==> src/rtl/hazard_ctrl_pkg.sv <==
// Shared types and constants for the pipeline hazard controller.
package hazard_ctrl_pkg;

    typedef enum logic [1:0] {
        RUN    = 2'd0,
        ISTALL = 2'd1,
        DSTALL = 2'd2,
        TRAP   = 2'd3
    } state_t;

    localparam logic [2:0] RESULT_SRC_LOAD = 3'b001;

    localparam logic [1:0] FWD_RF = 2'b00;
    localparam logic [1:0] FWD_W  = 2'b01;
    localparam logic [1:0] FWD_M  = 2'b10;

    // Per-stage stall/flush controls plus trap redirect.
    typedef struct packed {
        logic stall_fetch;
        logic stall_dec;
        logic stall_exec;
        logic stall_mem;
        logic flush_dec;
        logic flush_exec;
        logic flush_mem;
        logic trap_redirect;
    } ctl_t;

endpackage

==> src/rtl/hazard_ctrl_forward_unit.sv <==
// Execute-stage operand forwarding select for one source register.
module forward_unit
    import hazard_ctrl_pkg::*;
#(
    parameter int unsigned REG_ADDR_W = 5
) (
    input  logic [REG_ADDR_W-1:0] rs_addr_e,
    input  logic [REG_ADDR_W-1:0] rd_addr_m,
    input  logic                  reg_we_m,
    input  logic [REG_ADDR_W-1:0] rd_addr_w,
    input  logic                  reg_we_w,
    output logic [1:0]            forward
);

    logic hit_m;
    logic hit_w;

    // x0 is hardwired, so a write to it never produces a usable result.
    assign hit_m = reg_we_m && (rd_addr_m != '0) && (rd_addr_m == rs_addr_e);
    assign hit_w = reg_we_w && (rd_addr_w != '0) && (rd_addr_w == rs_addr_e);

    always_comb begin
        forward = FWD_RF;
        if (hit_m) begin
            forward = FWD_M;
        end else if (hit_w) begin
            forward = FWD_W;
        end
    end

endmodule

==> src/rtl/hazard_ctrl.sv <==
// Pipeline stall/flush/forwarding controller with cache-miss and trap
// sequencing FSM and a saturating stall-cycle counter.
module hazard_ctrl
    import hazard_ctrl_pkg::*;
#(
    parameter int unsigned REG_ADDR_W = 5,
    parameter int unsigned CNT_W      = 32
) (
    input  logic                  i_clk,
    input  logic                  i_arst,
    input  logic [REG_ADDR_W-1:0] i_rs1_addr_d,
    input  logic [REG_ADDR_W-1:0] i_rs2_addr_d,
    input  logic [REG_ADDR_W-1:0] i_rs1_addr_e,
    input  logic [REG_ADDR_W-1:0] i_rs2_addr_e,
    input  logic [REG_ADDR_W-1:0] i_rd_addr_e,
    input  logic [REG_ADDR_W-1:0] i_rd_addr_m,
    input  logic [REG_ADDR_W-1:0] i_rd_addr_w,
    input  logic                  i_reg_we_e,
    input  logic                  i_reg_we_m,
    input  logic                  i_reg_we_w,
    input  logic [2:0]            i_result_src_e,
    input  logic                  i_branch_taken_e,
    input  logic                  i_trap_m,
    input  logic                  i_icache_miss,
    input  logic                  i_fetch_done,
    input  logic                  i_dcache_miss,
    input  logic                  i_mem_done,
    output logic                  o_stall_fetch,
    output logic                  o_stall_dec,
    output logic                  o_stall_exec,
    output logic                  o_stall_mem,
    output logic                  o_flush_dec,
    output logic                  o_flush_exec,
    output logic                  o_flush_mem,
    output logic [1:0]            o_forward_rs1,
    output logic [1:0]            o_forward_rs2,
    output logic                  o_trap_redirect,
    output logic [CNT_W-1:0]      o_stall_cnt
);

    state_t            state;
    state_t            next_state;
    state_t            out_state;
    logic              pend_i;
    logic              pend_eff;
    logic              load_use;
    ctl_t              ctl;
    logic [CNT_W-1:0]  stall_cnt;

    forward_unit #(.REG_ADDR_W(REG_ADDR_W)) u_fwd_rs1 (
        .rs_addr_e (i_rs1_addr_e),
        .rd_addr_m (i_rd_addr_m),
        .reg_we_m  (i_reg_we_m),
        .rd_addr_w (i_rd_addr_w),
        .reg_we_w  (i_reg_we_w),
        .forward   (o_forward_rs1)
    );

    forward_unit #(.REG_ADDR_W(REG_ADDR_W)) u_fwd_rs2 (
        .rs_addr_e (i_rs2_addr_e),
        .rd_addr_m (i_rd_addr_m),
        .reg_we_m  (i_reg_we_m),
        .rd_addr_w (i_rd_addr_w),
        .reg_we_w  (i_reg_we_w),
        .forward   (o_forward_rs2)
    );

    assign load_use = (i_result_src_e == RESULT_SRC_LOAD) && i_reg_we_e &&
                      (i_rd_addr_e != '0) &&
                      ((i_rd_addr_e == i_rs1_addr_d) || (i_rd_addr_e == i_rs2_addr_d));

    // I-miss still outstanding after this cycle; a same-cycle fetch_done wins.
    assign pend_eff = (pend_i || i_icache_miss) && !i_fetch_done;

    // State, pending I-miss flag and stall counter.
    always_ff @(posedge i_clk) begin
        if (i_arst) begin
            state     <= RUN;
            pend_i    <= 1'b0;
            stall_cnt <= '0;
        end else begin
            state  <= next_state;
            pend_i <= pend_eff;
            if (ctl.stall_fetch && (stall_cnt != {CNT_W{1'b1}})) begin
                stall_cnt <= stall_cnt + CNT_W'(1);
            end
        end
    end

    // Mealy next-state and control decode; out_state is the state whose
    // outputs this cycle shows (the target state on a transition). A trap is
    // fully serviced in the cycle it is seen, so the FSM leaves TRAP's exit
    // target directly and the redirect stays a single cycle.
    always_comb begin
        out_state  = state;
        next_state = state;
        ctl        = '0;

        unique case (state)
            RUN: begin
                if (i_dcache_miss) begin
                    out_state = DSTALL;
                end else if (i_trap_m) begin
                    out_state = TRAP;
                end else if (i_icache_miss) begin
                    out_state = ISTALL;
                end
            end
            ISTALL: begin
                if (i_dcache_miss) begin
                    out_state = DSTALL;
                end else if (i_trap_m) begin
                    out_state = TRAP;
                end else if (i_fetch_done) begin
                    out_state = RUN;
                end
            end
            DSTALL: out_state = DSTALL;
            TRAP:   out_state = TRAP;
            default: out_state = RUN;
        endcase

        next_state = out_state;
        if (out_state == TRAP) begin
            next_state = pend_eff ? ISTALL : RUN;
        end else if ((state == DSTALL) && i_mem_done) begin
            next_state = pend_eff ? ISTALL : RUN;
        end

        unique case (out_state)
            RUN: begin
                if (i_branch_taken_e) begin
                    ctl.flush_dec  = 1'b1;
                    ctl.flush_exec = 1'b1;
                end else if (load_use) begin
                    ctl.stall_fetch = 1'b1;
                    ctl.stall_dec   = 1'b1;
                    ctl.flush_exec  = 1'b1;
                end
            end
            ISTALL: begin
                ctl.stall_fetch = 1'b1;
                ctl.flush_dec   = 1'b1;
                ctl.flush_exec  = i_branch_taken_e;
            end
            DSTALL: begin
                ctl.stall_fetch = 1'b1;
                ctl.stall_dec   = 1'b1;
                ctl.stall_exec  = 1'b1;
                ctl.stall_mem   = 1'b1;
            end
            TRAP: begin
                ctl.flush_dec     = 1'b1;
                ctl.flush_exec    = 1'b1;
                ctl.flush_mem     = 1'b1;
                ctl.trap_redirect = 1'b1;
            end
            default: ctl = '0;
        endcase

        // A held stage cannot also take a bubble.
        ctl.flush_dec  = ctl.flush_dec  && !ctl.stall_dec;
        ctl.flush_exec = ctl.flush_exec && !ctl.stall_exec;
        ctl.flush_mem  = ctl.flush_mem  && !ctl.stall_mem;

        if (i_arst) begin
            ctl = '0;
        end
    end

    assign o_stall_fetch   = ctl.stall_fetch;
    assign o_stall_dec     = ctl.stall_dec;
    assign o_stall_exec    = ctl.stall_exec;
    assign o_stall_mem     = ctl.stall_mem;
    assign o_flush_dec     = ctl.flush_dec;
    assign o_flush_exec    = ctl.flush_exec;
    assign o_flush_mem     = ctl.flush_mem;
    assign o_trap_redirect = ctl.trap_redirect;
    assign o_stall_cnt     = stall_cnt;

endmodule

==> config.mk <==
export PLATFORM = sky130hd
export DESIGN_NAME = hazard_ctrl
export DESIGN_NICKNAME = d
export VERILOG_FILES = /design/src/rtl/hazard_ctrl_pkg.sv /design/src/rtl/hazard_ctrl_forward_unit.sv /design/src/rtl/hazard_ctrl.sv
export SDC_FILE = /design/constraint.sdc
export NUM_CORES = 1
export LEC_CHECK = 0
export ABC_AREA = 1
export CORE_MARGIN = 1.5
export CORE_UTILIZATION = 49
export CTS_BUF_LIST = sky130_fd_sc_hd__clkbuf_16
export DETAILED_ROUTE_END_ITERATION = 10
export GPL_TIMING_DRIVEN = 0
export PLACE_DENSITY = 0.93
export SLEW_MARGIN = 10
export SYNTH_ARGS = -nofsm -noshare
export SYNTH_HDL_FRONTEND = slang
export SYNTH_SLANG_ARGS = --single-unit
==> constraint.sdc <==
create_clock -name i_clk -period 5.3 [get_ports i_clk]
set_input_delay 0.53 -clock i_clk [delete_from_list [all_inputs] [get_ports i_clk]]
set_output_delay 0.53 -clock i_clk [all_outputs]
set_load 0.01 [all_outputs]
## Word level (Yosys, flattened, before mapping)

Index checks and enable logic that the tools add are counted.

- Bits in registers: 35
- Input bits: 49
- Word-level logic and storage cells: 70

- $add $sub $neg: 1
- Multiplexer cells: 25
- Eq/ne operators: 14
- Reductions and logical operators: 27

Operators with widths:

| kind | count |
|---|---|
| adder 32 x 1 -> 32 bit, second input constant | 1 |
| inequality test 32 bit, second input constant | 1 |
| == test 5 bit | 6 |
| two-way mux 2 bit | 14 |
| logical AND 1 bit | 15 |
| nonzero test 5 bit | 3 |
| == test 2 bit, second input constant | 4 |
| two-way mux 8 bit | 1 |
| one-hot mux 2 bit (4 select lines) | 1 |
| two-way mux 1 bit | 6 |
| one-hot mux 2 bit (3 select lines) | 1 |
| == test 2 x 1 -> 1 bit, second input constant | 2 |
| zero test 1 bit | 4 |
| zero test 2 bit | 2 |
| one-hot mux 1 bit (2 select lines) | 2 |
| == test 3 x 1 -> 1 bit, second input constant | 1 |
| logical OR 1 bit | 2 |
| OR reduction 2 bit | 1 |

## Longest topological paths before layout

Gate-level depths: netlist of run 1.

- Word-level depth: 11
- Gate-level depth with buffers: 14
- Depth with buffers taken out: 13

## Cells and area by module

From an unflattened synthesis of run 1, not the netlist that was laid out.

- Cells, all modules: 596
- Area, all modules: 3284.4 um^2

By module, submodules not included:

| module | cells each | seq. area each (um^2) | times used | area an instance (um^2) |
|---|---|---|---|---|
| hazard_ctrl | 494 | 700.7 | 1 | 2841.5 |
| forward_unit | 51 | 0.0 | 2 | 221.5 |

## Worst setup path after synthesis of run 1

Ideal clock, no wire load.

- Kind: input to output
- Start point: input i_icache_miss
- End point: output o_stall_fetch
- Setup slack: 2436 ps
- Buffers on the path: 1
- Arrival: 2334 ps
- Cell stages on the path: 7
- Cells stage by stage: or2_2 > a31oi_1 > inv_1 > ha_1 > nor2_1 > buf_2 > a21boi_0

- Longest elaborated chain between the ends: 8
- Elaborated cells between the ends (all ways): 10

RTL lines:

| item | RTL line | source |
|---|---|---|
| start, declared | hazard_ctrl.sv:24 | `input logic i_icache_miss,` |
| two-way mux 2 bit * | hazard_ctrl.sv:105 | `end else if (i_icache_miss) begin` |
| two-way mux 2 bit * | hazard_ctrl.sv:103 | `end else if (i_trap_m) begin` |
| two-way mux 2 bit * | hazard_ctrl.sv:101 | `if (i_dcache_miss) begin` |
| one-hot mux 2 bit (4 select lines) * | hazard_ctrl.sv:99 | `unique case (state)` |
| == test 2 x 1 -> 1 bit / == test 2 bit (equally long branches) | hazard_ctrl.sv:130 | `unique case (out_state)` |
| OR reduction 2 bit (no source line) | -- |  |
| one-hot mux 1 bit (2 select lines) * | hazard_ctrl.sv:130 |  |
| two-way mux 8 bit * | hazard_ctrl.sv:166 | `if (i_arst) begin` |
| end, declared | hazard_ctrl.sv:28 | `output logic o_stall_fetch,` |

Every way passes the cells marked *; elsewhere a longest branch is shown, timed or not.

## Worst setup path after layout of run 1

Same ends and word-level chain as after synthesis.

==> results of run 1 <==
[cell usage after synthesis (all sizes together) (5+ instances only)]
library cell / instances / area (sq um)
inv: 86 / 323
xnor2: 12 / 105
xor2: 13 / 114
buf: 16 / 116
ha: 7 / 87.6
nand2: 147 / 604
dfxtp: 35 / 701
nand3: 44 / 238
nand4: 36 / 240
nor2: 94 / 399
clkbuf: 5 / 18.8
nor3: 9 / 45.0
[layer usage]
layer,routed length [um],GRT usage,vias to the layer above
met5,0,0,-
met4,273,0.120,0
met3,690,0.0457,31
met2,4610,0.497,174
met1,3870,0.323,1630
li1,-,-,1843
[per-stage QoR]
step | instances | area, sq um | util
after floorplan | 527 | 3140 | -
final | 701 | 4280 | 0.707
after detailed placement | 693 | 4150 | 0.684
after global placement | 693 | 4150 | 0.684
after global routing | 701 | 4280 | 0.707
after CTS | 701 | 4280 | 0.707
[sequential cells by signal, indices dropped and copies added, names as in the netlist]
signal / count
pend_i: 1
state: 2
o_stall_cnt: 32
[critical path, delay by kind of cell]
| family | cells | cell delay (ps) |
|---|---|---|
| compound gates | 2 | 560 |
| buf+inv | 4 | 1530 |
| fa+ha+maj | 1 | 210 |
| simple gates | 2 | 940 |
[cells by family after synthesis]
family / Yosys count
AO/OA/AOI/OAI: 12
AND/OR/NAND/NOR: 339
XOR/XNOR: 25
adder cells (fa/ha/maj): 7
buffers and inverters: 109
flip-flops: 35
[where the power goes]
group / internal [mW] / switching, mW
Clock: 0.169 / 0.107
Combinational: 0.134 / 0.175
Sequential: 0.277 / 0.0158
[final cells by class]
type                    count  area, sq um  area share
clock buffers               5          125      0.0292
plain buffers              21          135      0.0316
repair buffers             91          911       0.213
flip-flops and latches     35          701       0.164
multi-input cells         383         1980       0.461
clock inverters             3         11.3     0.00263
well taps                  75         93.8      0.0219
inverters                  88          330      0.0771
[placed cells by master (no fill, tap or decap), types with 2 or more instances in the layout]
cell / Yosys / layout
a21boi_0: 2 / 2
a21oi_1: 3 / 3
buf_2: 6 / 6
buf_4: 7 / 7
buf_6: 3 / 3
clkbuf_1: 5 / 5
clkbuf_16: 0 / 5
clkdlybuf4s50_1: 0 / 91
clkinv_1: 2 / 4
dfxtp_1: 35 / 35
ha_1: 7 / 7
inv_1: 67 / 68
inv_2: 19 / 19
nand2_1: 132 / 132
nand2_2: 12 / 12
nand2_4: 3 / 3
nand3_1: 42 / 42
nand4_1: 35 / 35
nor2_1: 85 / 85
nor2_2: 6 / 6
nor2_4: 2 / 2
nor3_1: 9 / 9
nor4_1: 2 / 2
o21ai_0: 2 / 2
o41ai_1: 2 / 2
or2_2: 3 / 3
xnor2_1: 12 / 12
xor2_1: 13 / 13
[how the worst max path moves through the flow]
stage / from / to / slack (ps) / depth (start not counted)
final: i_icache_miss / o_stall_fetch / 1000 / 9
after global routing: i_trap_m / o_stall_fetch / 850 / 11
after CTS: i_icache_miss / o_stall_fetch / 1060 / 9
after detailed placement: i_icache_miss / o_stall_fetch / 1060 / 9
after global placement: i_icache_miss / o_stall_fetch / 1110 / 9
after floorplan: i_icache_miss / o_stall_fetch / 2440 / 7
==> results.json, run 1 <==
{
  "ys_types": 37,
  "syn_inst": 527,
  "max_slew_margin": 0.438,
  "arrival_ps": 3770,
  "die_x_um": 83.1,
  "status": "completed",
  "holdWs_ps": 522,
  "fin_ws_ps": 999,
  "cts.sinks": 35,
  "grt_max_degree": 11,
  "port_buffers": 91,
  "max-cap-violations": 0,
  "hold_viol_final": 0,
  "synthArstFlopShare": 0,
  "period_minus_slack_ps": 4300,
  "areaGrowthSynthToFinish_pct": 36.3,
  "synth.net_count": 583,
  "insertion_delay_ps": 280,
  "irDropWorstVdd_mv": 0.141,
  "synth_edf_count": 0,
  "timing.final.crit_share": 0.812,
  "power.total_mw": 0.878,
  "floorplan.initialDensity": 0.518,
  "hp-start": "pend_i",
  "yosysSeqAreaShare": 0.223,
  "ios": 93,
  "ant_nets": 0,
  "path_clk_slew_ps": 50,
  "drt_iter0_drc": 356,
  "min_path_type": "reg2reg",
  "grt_first_pass_wirelength_um": 16000,
  "path_cells": "clkdlybuf4s50_1, or2_2, a31oi_1, inv_1, ha_1, nor2_1, buf_2, a21boi_0, clkdlybuf4s50_1",
  "route.detailed.drc": 0,
  "cp_max_fo": 10,
  "fin_skew_ps": 3.47,
  "routedWlPerCell_um": 13.5,
  "routed_wl_um": 9440,
  "ctsHoldBuffers": 0,
  "synthFlopType": "dfxtp_1",
  "layout-drive-gt1-share": 0.113,
  "synth.avg_cell_area_sq_um": 5.96,
  "cts_made_buffers": 5,
  "worst_pin_slew_ps": 840,
  "firstDrtPassIters": 5,
  "synth_compound_area_frac": 0.0251,
  "timing.rr.start": "state[1]",
  "worstSetupPathType": "in2out",
  "r2r_slack_ps": 2550,
  "tritoncts": "done",
  "grt_pass1_vias": 3615,
  "post_cts_buffers": 0,
  "cpMostUsedCell": "clkdlybuf4s50_1",
  "min_delay_worst_endpoint": "pend_i",
  "p_per_area_mw_per_mm2": 205,
  "hold_depth": 2,
  "dp_slack_ps": 1060,
  "setup_viol": 0,
  "fin_setup_tns_ps": 0,
  "num_vias": 3678,
  "grt_remaining_overflow": 0,
  "clockRootBuffer": "clkbuf_16",
  "maxSlewViolCount": 0,
  "antenna_found_initial": 0,
  "hpwl_um": 7370,
  "required_ps": 4770,
  "place_congestion": 0.965,
  "n_fill_cell": 498,
  "synth-simple-area-share": 0.506,
  "dieArea_sq_mm": 0.00690,
  "drt-vias-per-instance": 5.25,
  "cts_resized": 0,
  "startpoint_type": "input pin",
  "synth.mux.area_fraction": 0,
  "die-height_um": 83.1,
  "yosys.area_share.xor_xnor": 0.0697,
  "rsz0062_at_grt": "false",
  "reg2reg_depth": 9,
  "cts_buffer_depth": 2,
  "nNetsFinal": 681,
  "fmax_ghz": 0.233,
  "synth.yosys.warnings": 0,
  "ys_seq_elements": 35,
  "synth_area_sq_mm": 0.00314,
  "cts_max_level": 2,
  "core_area_sq_mm": 0.00606,
  "leakage_nw": 1.93,
  "slowest_stage": "nor2_1",
  "synth_top_family_by_area": "simple AND/OR/NAND/NOR gates",
  "synth-adder-area-share": 0.0279,
  "row_count": 28,
  "antenna_cells": 0,
  "reg2reg_to": "o_stall_cnt[10]",
  "crit_path_end_kind": "output pin",
  "max_stage_delay_ps": 640,
  "grtUsageTotal": 0.277
}
Note: power is estimated with default switching activity, not from simulation.
==> run 2: changes to the inputs <==
--- a/config.mk
+++ b/config.mk
@@ -7,11 +7,11 @@
 export LEC_CHECK = 0
 export ABC_AREA = 1
 export CORE_MARGIN = 1.5
-export CORE_UTILIZATION = 49
+export CORE_UTILIZATION = 48
 export CTS_BUF_LIST = sky130_fd_sc_hd__clkbuf_16
 export DETAILED_ROUTE_END_ITERATION = 10
 export GPL_TIMING_DRIVEN = 0
-export PLACE_DENSITY = 0.93
+export PLACE_DENSITY = 0.91
 export SLEW_MARGIN = 10
 export SYNTH_ARGS = -nofsm -noshare
 export SYNTH_HDL_FRONTEND = slang
==> constraint.sdc (replaced) <==
create_clock -name i_clk -period 4.4 [get_ports i_clk]
set_input_delay 0.44 -clock i_clk [delete_from_list [all_inputs] [get_ports i_clk]]
set_output_delay 0.44 -clock i_clk [all_outputs]
set_load 0.01 [all_outputs]
==> run 2 against run 1 <==
Non-clock buffer count is the same; first-iteration DRC count is the same; die area grew 2.0%; cell area grew 0.70%; critical path depth is the same; clock-buffer cell count is the same; critical path type unchanged; critical endpoint unchanged.
==> results.json, run 2 (synthesis results as in run 1) <==
{
  "timing.final.crit_share": 0.914,
  "die-height_um": 83.9,
  "post_cts_buffers": 0,
  "setup_viol": 0,
  "irDropWorstVdd_mv": 0.198,
  "max_slew_margin": 0.490,
  "power.total_mw": 1.13,
  "cts_resized": 0,
  "core_area_sq_mm": 0.00635,
  "areaGrowthSynthToFinish_pct": 37.3,
  "nNetsFinal": 681,
  "die_x_um": 83.9,
  "floorplan.initialDensity": 0.495,
  "drt_iter0_drc": 356,
  "routed_wl_um": 9150,
  "final_common_cell": "nand2_1",
  "timing.rr.start": "state[1]",
  "cts_buffer_depth": 2,
  "hp-start": "pend_i",
  "crit_path_end_kind": "output pin",
  "fin_skew_ps": 6.96,
  "num_vias": 3708,
  "leakage_nw": 1.95,
  "place_congestion": 0.954,
  "hpwl_um": 7010,
  "cts.sinks": 35,
  "place_area_sq_mm": 0.00415,
  "p_sw_frac": 0.326,
  "mostFrequentLayoutCells": "132 x nand2_1, 91 x clkdlybuf4s50_1, 85 x nor2_1, 67 x inv_1, 42 x nand3_1",
  "critPathLaunch": "i_icache_miss",
  "multi_input_comb_area_sq_mm": 0.00198,
  "cp_max_fo": 10,
  "status": "completed",
  "worstSetupPathType": "in2out",
  "firstDrtPassIters": 5,
  "switchingPower_mw": 0.367,
  "cts_max_level": 2,
  "required_ps": 3960,
  "grt_remaining_overflow": 0,
  "ant_nets": 0,
  "clkPwrFrac": 0.357,
  "hold_viol_final": 0,
  "ctsHoldBuffers": 0,
  "maxSlewViolCount": 0,
  "antenna_found_initial": 0,
  "fmax_ghz": 0.249,
  "insertion_delay_ps": 290,
  "cts_made_buffers": 5,
  "max-cap-violations": 0,
  "dieArea_sq_mm": 0.00704,
  "layout-drive-gt1-share": 0.117,
  "antenna_cells": 0,
  "routedWlPerCell_um": 13.0,
  "pwr-share-comb": 0.330,
  "n_fill_cell": 539,
  "fin_setup_tns_ps": 0,
  "ios": 93,
  "min_path_type": "reg2reg",
  "tritoncts": "done",
  "worst_pin_slew_ps": 762,
  "seq_area_sq_um": 701,
  "route.detailed.drc": 0,
  "path_clk_slew_ps": 60,
  "grtUsageTotal": 0.264,
  "period_minus_slack_ps": 4020,
  "rsz0062_at_grt": "false",
  "stdcell_area_sq_mm": 0.00431,
  "row_count": 29,
  "p_per_area_mw_per_mm2": 261,
  "drt-vias-per-instance": 5.27,
  "p_seq_frac": 0.314,
  "p_int_mw": 0.759,
  "port_buffers": 91,
  "arrival_ps": 3580,
  "clockRootBuffer": "clkbuf_16",
  "grt_pass1_vias": 3540,
  "largest_reg_flops": 32,
  "grt_max_degree": 12,
  "grt_first_pass_wirelength_um": 15400,
  "startpoint_type": "input pin"
}
[run 2: cell types whose count changed in the layout (fill, tap and decap cells not counted), sizes merged]
| cell | before | now |
|---|---|---|
| bufinv | 0 | 1 |
| inv | 87 | 86 |
[run 2: final cells by class]
cell class	instances	area share
Clock inverter	3	0.00899
Multi-Input combinational cell	383	0.458
Sequential cell	35	0.162
Tap cell	77	0.0223
Clock buffer	5	0.0290
Timing Repair Buffer	91	0.211
Inverter	88	0.0766
Buffer	21	0.0313
[run 2: power by group through the flow]
| stage | Sequential (mW) | Combinational, mW | Clock [mW] |
|---|---|---|---|
| floorplan | 0.360 | 0.204 | 0 |
| global placement | 0.359 | 0.350 | 0 |
| detailed placement | 0.359 | 0.363 | 0 |
| CTS | 0.353 | 0.367 | 0.402 |
| global route | 0.356 | 0.400 | 0.417 |
| finish | 0.353 | 0.371 | 0.402 |
[run 2: path summary, 6_finish.rpt]
| check | to | depth (start not counted) | slack, ps |
|---|---|---|---|
| worst max register to register | o_stall_cnt[19] | 9 | 1770 |
| worst min register to register | pend_i | 2 | 500 |
| worst max-delay path | o_stall_fetch | 9 | 380 |
| worst min-delay path | pend_i | 2 | 500 |
[run 2: layer usage]
metal / track usage / vias to the layer above / part of all wire
li1: - / 1839 / -
met1: 0.304 / 1698 / 0.41
met2: 0.492 / 147 / 0.50
met3: 0.0415 / 24 / 0.063
met4: 0.0894 / 0 / 0.021
met5: 0 / - / 0
[run 2: per-stage QoR]
step	std cells	util	hold slack [ps]	worst slack, ps
finish	703	0.679	500	377
global route	703	0.679	515	164
CTS	703	0.679	503	376
detailed placement	695	0.653	481	381
global placement	695	0.653	479	447
floorplan	527	-	452	1720
[run 2: critical path: stages]
cell and delay [ps]:
clkdlybuf4s50_1 430, or2_2 310, a31oi_1 320, inv_1 160, ha_1 200, nor2_1 580, buf_2 360, a21boi_0 200
clkdlybuf4s50_1 570
==> run 3: changes to the inputs <==
==> constraint.sdc (replaced) <==
create_clock -name i_clk -period 4.55 [get_ports i_clk]
set_input_delay 0.455 -clock i_clk [delete_from_list [all_inputs] [get_ports i_clk]]
set_output_delay 0.455 -clock i_clk [all_outputs]
set_load 0.01 [all_outputs]
==> results of run 3 <==
Same layout as run 2 (identical final DEF). Status: completed.
Main changes from that run: setup slack after placement 381 ps -> 501 ps; setup slack after layout 377 ps -> 497 ps; register-to-register setup slack 1770 ps -> 1920 ps; total power 1.13 mW -> 1.09 mW; worst IR drop on VDD 0.198 mV -> 0.192 mV
